<file path="config.mk">
export PLATFORM = sky130hd
export DESIGN_NAME = trap_ctrl
export DESIGN_NICKNAME = d
export VERILOG_FILES = /design/src/rtl/trap_ctrl_pkg.sv /design/src/rtl/trap_ctrl_prio_enc.sv /design/src/rtl/trap_ctrl.sv
export SDC_FILE = /design/constraint.sdc
export NUM_CORES = 1
export LEC_CHECK = 0
export ABC_AREA = 1
export BUFFER_PORTS_ARGS = -buffer_cell sky130_fd_sc_hd__buf_2
export CORE_AREA = 2 2 309 311
export DETAILED_ROUTE_END_ITERATION = 10
export DIE_AREA = 0 0 311 313
export GPL_ROUTABILITY_DRIVEN = 0
export GPL_TIMING_DRIVEN = 0
export HOLD_SLACK_MARGIN = 0.03
export PLACE_DENSITY_LB_ADDON = 0.25
export REMOVE_ABC_BUFFERS = 1
export SLEW_MARGIN = 20
export SYNTH_ARGS = -nofsm -noshare
export SYNTH_HDL_FRONTEND = slang
export SYNTH_HIERARCHICAL = 1
export SYNTH_SLANG_ARGS = --single-unit
</file>
<file path="constraint.sdc">
create_clock -name clk -period 14.3 [get_ports clk]
set_clock_uncertainty 0.1 [all_clocks]
set_input_delay 2.86 -clock clk [delete_from_list [all_inputs] [get_ports clk]]
set_output_delay 2.86 -clock clk [all_outputs]
set_load 0.02 [all_outputs]
</file>
<file path="src/rtl/trap_ctrl_pkg.sv">
// trap_ctrl_pkg: widths, trap cause codes, interrupt indices, mstatus fields and FSM states
// shared by the trap sequencer and its interrupt priority encoder.
package trap_ctrl_pkg;
    localparam int XLEN = 64;
    localparam int ALEN = 64;
    localparam int INTR_LEN = 32;
    localparam int IDX_W = $clog2(INTR_LEN);

    localparam logic [1:0] PRIV_USER = 2'b00;
    localparam logic [1:0] PRIV_MACHINE = 2'b11;

    localparam logic [3:0] CAUSE_INSN_MISALIGNED = 4'd0;
    localparam logic [3:0] CAUSE_ILLEGAL_INSN = 4'd2;
    localparam logic [3:0] CAUSE_BREAKPOINT = 4'd3;
    localparam logic [3:0] CAUSE_ECALL_M = 4'd11;

    localparam int MSI = 3;
    localparam int MTI = 7;
    localparam int MEI = 11;
    localparam int PLATFORM_BASE = 16;

    localparam int MSTATUS_MIE = 3;
    localparam int MSTATUS_MPIE = 7;
    localparam int MSTATUS_MPP_LO = 11;
    localparam int MSTATUS_MPP_HI = 12;

    localparam logic [2:0] ST_IDLE = 3'd0;
    localparam logic [2:0] ST_DRAIN = 3'd1;
    localparam logic [2:0] ST_TRAP = 3'd2;
    localparam logic [2:0] ST_XRET = 3'd3;
    localparam logic [2:0] ST_XRET_DONE = 3'd4;
    localparam logic [2:0] ST_REDIRECT = 3'd5;

    typedef enum logic [2:0] {
        TS_IDLE = ST_IDLE,
        TS_DRAIN = ST_DRAIN,
        TS_TRAP = ST_TRAP,
        TS_XRET = ST_XRET,
        TS_XRET_DONE = ST_XRET_DONE,
        TS_REDIRECT = ST_REDIRECT
    } trap_state_e;

    // Vectored mode only applies to interrupts; exceptions always land on the base.
    function automatic logic [ALEN-1:0] handler_pc(input logic [XLEN-1:0] tvec, input logic intr,
                                                   input logic [IDX_W-1:0] idx);
        logic [XLEN-1:0] base;
        base = {tvec[XLEN-1:2], 2'b00};
        handler_pc = ALEN'(base + ((tvec[1:0] == 2'b01 && intr) ? XLEN'({idx, 2'b00}) : '0));
    endfunction
endpackage

</file>
<file path="src/rtl/trap_ctrl_prio_enc.sv">
// intr_prio_enc: picks the highest-priority pending interrupt (MEI, MSI, MTI, then platform
// lines lowest index first); other low bits are not interrupt sources here.
module intr_prio_enc
    import trap_ctrl_pkg::*;
(
    input  logic [INTR_LEN-1:0] pend,
    output logic                valid,
    output logic [IDX_W-1:0]    index
);
    localparam logic [INTR_LEN-1:0] RANKED = (INTR_LEN'(1) << MSI) | (INTR_LEN'(1) << MTI) |
                                             (INTR_LEN'(1) << MEI) | ({INTR_LEN{1'b1}} << PLATFORM_BASE);

    logic [INTR_LEN-1:0] ranked;

    assign ranked = pend & RANKED;
    assign valid = |ranked;

    always_comb begin
        index = '0;
        for (int i = INTR_LEN - 1; i >= PLATFORM_BASE; i--) index = ranked[i] ? IDX_W'(i) : index;
        index = ranked[MTI] ? IDX_W'(MTI) : index;
        index = ranked[MSI] ? IDX_W'(MSI) : index;
        index = ranked[MEI] ? IDX_W'(MEI) : index;
    end
endmodule

</file>
<file path="src/rtl/trap_ctrl.sv">
// trap_ctrl: sequences exception/interrupt entry and MRET between exec and the CSR file:
// capture, drain the pipeline, pulse the CSR update, then redirect fetch.
module trap_ctrl
    import trap_ctrl_pkg::*;
#(
    parameter logic HANDLER_ALIGN_CHECK = 1'b1
) (
    input  logic                clk,
    input  logic                rst,
    input  logic                exc_valid,
    input  logic [3:0]          exc_cause,
    input  logic [ALEN-1:0]     exc_pc,
    input  logic [XLEN-1:0]     exc_tval,
    input  logic                mret_valid,
    input  logic [ALEN-1:0]     next_pc,
    input  logic                pipeline_idle,
    input  logic [1:0]          privilege_mode,
    input  logic [XLEN-1:0]     mstatus,
    input  logic [INTR_LEN-1:0] mie,
    input  logic [INTR_LEN-1:0] mip,
    input  logic [XLEN-1:0]     mtvec,
    input  logic [ALEN-1:0]     mepc,
    output logic                stall_issue,
    output logic                flush,
    output logic                trap_ack,
    output logic                trap_do_update,
    output logic [XLEN-1:0]     trap_mcause,
    output logic [ALEN-1:0]     trap_mepc,
    output logic [XLEN-1:0]     trap_mtval,
    output logic                xret_do_update,
    output logic                xret_completing,
    output logic [XLEN-1:0]     xret_new_mstatus,
    output logic [1:0]          xret_new_privilege_mode,
    output logic                redirect_valid,
    output logic [ALEN-1:0]     redirect_pc
);
    logic [2:0]          state;
    logic                drain_first;
    logic                is_mret;
    logic [XLEN-1:0]     cap_mcause;
    logic [ALEN-1:0]     cap_mepc;
    logic [XLEN-1:0]     cap_mtval;
    logic [ALEN-1:0]     target;
    logic                int_en;
    logic                pend_valid;
    logic [IDX_W-1:0]    pend_idx;
    logic                take_intr;
    logic                done_intr;
    logic [XLEN-1:0]     intr_mcause;
    logic                in_trap;

    intr_prio_enc u_prio (
        .pend  (mip & mie),
        .valid (pend_valid),
        .index (pend_idx)
    );

    assign int_en = (privilege_mode < PRIV_MACHINE) || mstatus[MSTATUS_MIE];
    assign take_intr = int_en && pend_valid;
    assign intr_mcause = {1'b1, {(XLEN - 1 - IDX_W){1'b0}}, pend_idx};
    // After MRET the CSRs already hold the restored MIE/privilege, so a pending interrupt is
    // taken directly; mepc is left alone because it already equals the return address.
    assign done_intr = (state == ST_XRET_DONE) && take_intr;
    assign in_trap = state == ST_TRAP;

    always_ff @(posedge clk or posedge rst) begin
        if (rst) begin
            state <= ST_IDLE;
            drain_first <= 1'b0;
            is_mret <= 1'b0;
            cap_mcause <= '0;
            cap_mepc <= '0;
            cap_mtval <= '0;
            target <= '0;
        end else begin
            drain_first <= 1'b0;
            case (state)
                ST_IDLE: if (exc_valid || mret_valid || take_intr) begin
                    state <= ST_DRAIN;
                    drain_first <= 1'b1;
                    is_mret <= !exc_valid && mret_valid;
                    cap_mcause <= exc_valid ? XLEN'(exc_cause) : mret_valid ? '0 : intr_mcause;
                    cap_mepc <= exc_valid ? exc_pc : mret_valid ? '0 : next_pc;
                    cap_mtval <= exc_valid ? exc_tval : '0;
                    target <= handler_pc(mtvec, !exc_valid, pend_idx);
                end
                ST_DRAIN: state <= pipeline_idle ? (is_mret ? ST_XRET : ST_TRAP) : ST_DRAIN;
                ST_TRAP: state <= ST_REDIRECT;
                ST_XRET: state <= ST_XRET_DONE;
                ST_XRET_DONE: begin
                    state <= ST_REDIRECT;
                    target <= take_intr ? handler_pc(mtvec, 1'b1, pend_idx) : mepc;
                end
                default: state <= ST_IDLE;
            endcase
        end
    end

    assign stall_issue = state != ST_IDLE;
    assign flush = (state == ST_DRAIN) && drain_first;
    assign redirect_valid = state == ST_REDIRECT;
    assign trap_ack = redirect_valid;
    assign redirect_pc = redirect_valid ? {target[ALEN-1:1], target[0] & ~HANDLER_ALIGN_CHECK} : '0;
    assign trap_do_update = in_trap || done_intr;
    assign trap_mcause = in_trap ? cap_mcause : done_intr ? intr_mcause : '0;
    assign trap_mepc = in_trap ? cap_mepc : done_intr ? mepc : '0;
    assign trap_mtval = in_trap ? cap_mtval : '0;
    assign xret_do_update = state == ST_XRET;
    assign xret_completing = state == ST_XRET_DONE;
    assign xret_new_privilege_mode = xret_do_update ? mstatus[MSTATUS_MPP_HI:MSTATUS_MPP_LO] : 2'b00;

    always_comb begin
        xret_new_mstatus = '0;
        if (xret_do_update) begin
            xret_new_mstatus = mstatus;
            xret_new_mstatus[MSTATUS_MIE] = mstatus[MSTATUS_MPIE];
            xret_new_mstatus[MSTATUS_MPIE] = 1'b1;
            xret_new_mstatus[MSTATUS_MPP_HI:MSTATUS_MPP_LO] = 2'b00;
        end
    end
endmodule
</file>
-- After elaboration in Yosys (flattened, before gate mapping)
Cells that the tools add are included.
W data, S select, Z words.
- input port bits: 459
- word-level logic and storage cells: 78
- register bits: 261
- reduce and logical (&&, ||, !) cells: 17
- equal/unequal tests: 7
- $add $sub $neg: 2
- bitwise operators: 1
- order comparisons: 1
- multiplexer cells: 43
- operator list (cell ; count):
    $mux W64 ; 14
    $add A64 B7 Y64 ; 2
    $pmux W64 S2 ; 1
    $mux W5 ; 19
    $and A32 B32 Y32 ; 1
    $reduce_or A19 Y1 ; 1
    $mux W7 ; 2
    $pmux W3 S4 ; 1
    $eq A3 B2 Y1 const B ; 2
    $eq A3 B3 Y1 const B ; 2
    $logic_and A1 B1 Y1 ; 5
    $logic_or A1 B1 Y1 ; 4
    $mux W2 ; 2
    $reduce_and A2 Y1 ; 2
    $eq A3 B1 Y1 const B ; 1
    $logic_not A3 Y1 ; 1
    $mux W1 ; 3
    $mux W3 ; 1
    $reduce_bool A3 Y1 ; 1
    $eq A2 B1 Y1 const B ; 1
    $lt A2 B2 Y1 const B ; 1
    $ne A2 B2 Y1 const B ; 1
    $reduce_bool A2 Y1 ; 1
    $reduce_or A2 Y1 ; 1
    $logic_not A1 Y1 ; 1

-- Logic depth before layout (Yosys ltp)
Gate-level depths: netlist of the first run.
- word-level depth: 24
- mapped depth: 36

-- By module
Netlist of the first run, hierarchy kept.
- modules (own cells, without submodules) (module ; seq. area each (um^2) ; area an instance (um^2) ; cells an instance ; times used):
    trap_ctrl ; 5054.8 ; 16305.6 ; 2651 ; 1
    intr_prio_enc ; 0.0 ; 247.7 ; 60 ; 1

-- Worst setup path after synthesis of the first run
Ideal clock, no wire load.
- path type: input -> output
- start: in mip[22]
- end: out trap_mepc[36]
- cell stages on the path: 12
- slack: 6.656 ns
- data required time: 11.340 ns
- arrival: 4.684 ns
- path through: nand2_1 -> inv_1 -> nor4_1 -> nand2_1 -> nor3_1 -> nand2_1 -> nand2_1 -> inv_2 -> nand2_1 -> clkbuf_1 -> clkbuf_1 -> o21ai_1
- cells in the longest elaborated chain, start to end: 6
- ends and longest elaborated chain (what ; RTL line ; text):
    from (decl) ; trap_ctrl.sv:20 ; input logic [INTR_LEN-1:0] mip,
    $and A32 B32 Y32 ; trap_ctrl.sv:53 ; .pend (mip & mie),
    $reduce_or A19 Y1 ; trap_ctrl_prio_enc.sv:16 ; assign valid = |ranked;
    via pend_valid ; trap_ctrl.sv:45 ; logic pend_valid;
    $logic_and A1 B1 Y1 ; trap_ctrl.sv:59 ; assign take_intr = int_en && pend_valid;
    $logic_and A1 B1 Y1 ; trap_ctrl.sv:63 ; assign done_intr = (state == ST_XRET_DONE) && take_intr;
    $mux W64 (2 in a row) ; trap_ctrl.sv:106 ; assign trap_mepc = in_trap ? cap_mepc : done_intr ? mepc : '0;
    to (decl) ; trap_ctrl.sv:28 ; output logic [ALEN-1:0] trap_mepc,
The timed path passes the listed nets, and every way through them passes these cells.

-- Worst setup path after layout of the first run
- start: in mip[20]
- end: out trap_mepc[60]
Same word-level chain as after synthesis.

==> impl_metrics.yaml, run 1 <==
cells_and_area:
  drive_gt1_share_pct: 26.29
  final_util_pct: 23.73
  final_nets: 3781
  syn2layout_area_growth_pct: 35.81
  stdcell_count: 4602
  fillCellCount: 10940
timing:
  slew_violations: 0
  fin_setup_tns_ns: 0
  layout_setup_ws_ns: 5.003
  rsz0062_at_grt: "false"
  relSlewSlack_pct: 42.45
  fin_crit_sh_pct: 65.01
  timing.final.hold_violations: 0
  fmax_mhz: 107.6
  post-route-min-period_ns: 9.297
  worst_pin_slew_ns: 0.8633
  setup_viol: 0
power_and_ir_drop:
  p_int_mw: 1.849
  irDropWorstVdd_uv: 92.14
  power.density_nw_per_um2: 152.5
  clkPwrFrac_pct: 23.8
  power.leakage_nw: 12.41
  swShare_pct: 45.75
  p_seq_share_pct: 27.8
  p_sw_mw: 1.559
  combPwrFrac_pct: 48.4
clock_tree:
  clockBufferDepth: 3
  cts_buffers: 30
  htreeDepth: 1
  clk-insertion-delay-late_ns: 0.61
  cts_tree: "done"
  cts_root_buffer: "clkbuf_16"
  cts_setup_buffers: 0
  cts_resized: 0
  clkTransAtPathRegs_ns: 0.06
  holdBufCountCts: 0
  clock_sinks: 202
drt:
  wl_um: 86030
  avgRoutedWirePerCell_um: 18.69
  drc: 0
  dr.first_iter.drc_count: 991
  viasPerCell: 4.160
  drtPass1Iterations: 5
  ant_nets: 0
  vias: 19150
placement:
  dp_cells: 4543
  hpwlAfterDp_um: 68680
  pre_cts_slack_ns: 4.998
  io_buffers: 700
flow_run:
  drv_cap: 0
setup_path:
  worst-path-max-fanout: 53
  critPathCaptureType: "primary output"
  cp-start-kind: "primary input"
  crit_type: "primary input to primary output"
  worstPathRequired_ns: 11.34
  arrival_ns: 6.34
floorplan:
  dieWidth_um: 311
  die_area_sq_um: 97340
  core_region_area_sq_um: 94160
  num_rows: 113
  die_h_um: 313
  ios: 788
  start_util_pct: 17.48
outcome:
  status: "complete, no violations"
yosys:
  ys_warn_count: 6
  synthesis.area_sq_um: 16460
  netlist_instances: 2685
  syn_avg_cell_area_sq_um: 6.129
global_routing:
  grt-ovfl-total: 0
  grt_pass1_wl_um: 124400
  grt_pass1_vias: 18710
  antenna_found_initial: 33
  grt_usage_pct: 17.03
  grt_max_degree: 119
worst_hold_path:
  hp-class: "flop to flop"
## per-stage QoR
stage               cell area [sq um]  total power [mW]  hold slack, ns
detailed placement              21290             2.643          0.3647
finish                          22350             3.408          0.3772
CTS                             22340             3.491          0.3817
global placement                20770             2.601          0.3661
global route                    22340             3.693          0.3907
floorplan                       15680             1.933          0.3488
## power groups by stage
stage               registers (mW)  clock network [mW]  logic (mW)
floorplan                    0.933                   0        1.00
global placement             0.959                   0        1.64
detailed placement           0.958                   0        1.68
CTS                          0.949               0.850        1.69
global route                 0.979               0.863        1.85
finish                       0.949               0.811        1.65
## registers in the layout (all words and copies together), names as in the netlist
name and cells:
cap_mtval 64, target 63, drain_first 1, is_mret 1
cap_mcause 6, cap_mepc 64, state 3
## critical path, cell delays in order
cell	delay (ns)
buf_2	0.09
nand2_1	0.12
inv_1	0.07
nor4_1	0.41
nand2_1	0.14
nor3_1	0.22
nand2_1	0.13
nand2_4	0.42
buf_12	0.31
inv_4	0.30
nand2_4	0.50
buf_12	0.27
o21ai_0	0.12
buf_2	0.18
## per-layer routing
metal	GRT usage [%]	share of wire, %	vias up
li1	-	-	9528
met2	30.57	50	585
met4	3.360	2.0	24
met3	4.466	6.7	85
met5	0	0.16	-
met1	20.40	42	8923
## path summary, 6_finish.rpt
kind	start	endpoint	slack (ns)	depth (start not counted)
max	mip[20]	trap_mepc[60]	5.00	14
min in group asynchronous	rst	cap_mtval[59]	2.16	2
min reg2reg	target[63]	target[63]	0.38	2
min	target[63]	target[63]	0.38	2
max in group asynchronous	rst	cap_mtval[5]	11.09	3
max reg2reg	state[0]	cap_mepc[27]	11.10	7
## cells in the final DEF (no fill, tap or decap), types with 18 or more instances in the layout
master,instances
xor2_1,23
clkbuf_16,30
o21ai_1,59
nor2_4,21
nor2_2,19
o22ai_1,70
dfrtp_1,202
nand3_1,214
o21ai_0,157
nor2_1,399
inv_1,472
nand2_1,545
a21oi_1,170
buf_2,699
conb_1,61
nand2_2,18
## layout make-up
cell class / count / area, sq um / area share [%]
multi-input combinational: 1858 / 8792 / 39.34
clock buffer: 40 / 848.3 / 3.796
inverter: 499 / 1904 / 8.521
sequential: 202 / 5055 / 22.62
clock inverter: 14 / 192.7 / 0.8622
timing repair buffer: 719 / 3961 / 17.72
antenna: 5 / 12.51 / 0.05598
tap: 1265 / 1583 / 7.082
(Power assumes the default switching activity.)
==> run 2, diff against run 1 <==
--- a/config.mk
+++ b/config.mk
@@ -5,11 +5,11 @@
 export SDC_FILE = /design/constraint.sdc
 export NUM_CORES = 1
 export LEC_CHECK = 0
-export ABC_AREA = 1
+export ABC_AREA = 0
 export BUFFER_PORTS_ARGS = -buffer_cell sky130_fd_sc_hd__buf_2
-export CORE_AREA = 2 2 309 311
+export CORE_AREA = 2 2 304 306
 export DETAILED_ROUTE_END_ITERATION = 10
-export DIE_AREA = 0 0 311 313
+export DIE_AREA = 0 0 306 308
 export GPL_ROUTABILITY_DRIVEN = 0
 export GPL_TIMING_DRIVEN = 0
 export HOLD_SLACK_MARGIN = 0.03
==> constraint.sdc (replaced) <==
create_clock -name clk -period 9.7 [get_ports clk]
set_clock_uncertainty 0.1 [all_clocks]
set_input_delay 1.94 -clock clk [delete_from_list [all_inputs] [get_ports clk]]
set_output_delay 1.94 -clock clk [all_outputs]
set_load 0.02 [all_outputs]
==> run 2 against run 1 <==
Against the previous run: register-to-register slack got worse by 4.8 ns; synthesized cell count fell by 30%; combinational power up 51%; first-iteration DRC count fell by 2.6%; clock power grew 53%; non-clock buffer count is 19 higher; setup slack worse by 2.4 ns; count of clock-buffer cells in the layout increased by 4; sequential share of layout area grew 1.6 points; via count decreased by 14%; global-route usage is 0.34 points lower; sequential power is 57% higher; largest power group unchanged.
==> impl_metrics.yaml, run 2 <==
outcome:
  status: "complete, no violations"
clock_tree:
  cts_setup_buffers: 0
  clkTransAtPathRegs_ns: 0.06
  holdBufCountCts: 0
  htreeDepth: 1
  cts_resized: 0
  cts_buffers: 30
  cts_root_buffer: "clkbuf_16"
  clk-insertion-delay-late_ns: 0.58
  cts_tree: "done"
  clock_sinks: 202
  clockBufferDepth: 3
drt:
  wl_um: 82380
  drtPass1Iterations: 5
  avgRoutedWirePerCell_um: 22.23
  ant_nets: 0
  vias: 16530
  dr.first_iter.drc_count: 965
  drc: 0
  viasPerCell: 4.460
cells_and_area:
  syn2layout_area_growth_pct: 39.67
  final_common_cell: "buf_2"
  final_area_sq_um: 20880
  largestRegisters: "cap_mepc x64, cap_mtval x64, target x63"
  drive_gt1_share_pct: 33.59
  final_nets: 2956
  stdcell_count: 3705
  layout_common_cells: "700 x buf_2, 222 x nor2_1, 201 x dfrtp_1, 193 x nand2_1, 156 x and2_1"
setup_path:
  worst-path-max-fanout: 25
  cp_slowest_stage_delay_ns: 0.52
  crit_slowest_cell: "or4_4"
  cp_cell_sequence: "buf_2 > and2_1 > or4_4 > nand2b_4 > or3_1 > o21ai_4 > buf_16 > buf_16 > nor2_4 > buf_16 > buf_12 > a22o_1 > buf_2"
  arrival_ns: 5.04
  worstPathRequired_ns: 7.66
  crit_type: "primary input to primary output"
  cp-start-kind: "primary input"
  cp_top_family: "simple AND/OR/NAND/NOR gates"
  critPathCaptureType: "primary output"
  cp_num_buf_inv: 6
  r2r_slack_ns: 6.30
  cp_common_cell: "buf_16"
timing:
  fin_crit_sh_pct: 72.96
  worst_pin_slew_ns: 0.9781
  timing.final.hold_violations: 0
  fin_setup_tns_ns: 0
  post-route-min-period_ns: 7.077
  slew_violations: 0
  fmax_mhz: 141.3
  setup_viol: 0
  relSlewSlack_pct: 34.30
  layout_setup_ws_ns: 2.623
  rsz0062_at_grt: "false"
placement:
  pre_cts_slack_ns: 2.598
  hpwlAfterDp_um: 63650
  io_buffers: 700
  place_area_sq_um: 19780
  dp_cells: 3639
floorplan:
  core_region_area_sq_um: 90970
  die_h_um: 308
  dieWidth_um: 306
  ios: 788
  die_area_sq_um: 94250
  start_util_pct: 16.44
  num_rows: 111
flow_run:
  drv_cap: 0
power_and_ir_drop:
  power.density_nw_per_um2: 249.8
  irDropWorstVdd_uv: 137.5
  power.leakage_nw: 10.06
  finalPower_mw: 5.217
global_routing:
  grt_use_met1_pct: 22.78
  grt-ovfl-total: 0
  met3_usage_pct: 4.034
  grt_pass1_vias: 15770
  antenna_found_initial: 16
  grt_usage_pct: 16.69
  globalRoute.busiestLayer: "met2"
  grt_pass1_wl_um: 116700
  grt_max_degree: 95
  met2_usage_pct: 26.32
yosys:
  ys_warn_count: 6
  synthesis.area_sq_um: 14950
  netlist_instances: 1880
  syn_avg_cell_area_sq_um: 7.953
worst_hold_path:
  hp-class: "flop to flop"
[run 2: report_power, final]
part	switching (mW)	internal (mW)	leakage [nW]
registers	0.213	1.28	2.43
clock network	0.466	0.769	0.526
logic	1.61	0.887	7.11
total	2.28	2.93	10.1
[run 2: layer usage]
metal	up-vias	share of wire (%)
li1	7846	-
met1	8061	45
met2	530	46
met3	79	6.5
met4	10	2.4
met5	-	0.069
[run 2: metrics by stage]
stage	hold slack (ns)	util (%)
2_1_floorplan	0.3305	-
3_3_place_gp	0.3427	20.83
3_5_place_dp	0.3470	21.74
4_1_cts	0.3599	22.92
5_1_grt	0.3710	22.93
6_report	0.3566	22.96
[run 2: area by class of cell]
class	count	area [sq um]
Inverter	22	98.84
Tap cell	1186	1484
Clock buffer	44	863.3
Fill cell	10290	70090
Multi-Input combinational cell	1491	8917
Sequential cell	202	5059
Timing Repair Buffer	738	4219
Clock inverter	10	211.5
Antenna cell	12	30.03
[run 2: final timing paths]
| path | start | depth (start not counted) | endpoint |
|---|---|---|---|
| worst max register to register | state[2] | 8 | target[21] |
| worst min-delay path | cap_mtval[30] | 2 | cap_mtval[30] |
| min in group asynchronous | rst | 2 | cap_mepc[0] |
| max in group asynchronous | rst | 3 | state[1] |
| worst max-delay path | mip[26] | 13 | trap_mepc[36] |
| worst min register to register | cap_mtval[30] | 2 | cap_mtval[30] |
[run 2: worst register-to-register path: cells and delay by family, from the launching register on]
kind / cells / cell delay (ns)
and+or+nand+nor: 1 / 0.48
buffers and inverters: 4 / 1.31
DFF: 1 / 0.58
AOI/OAI and AO/OA: 3 / 0.84
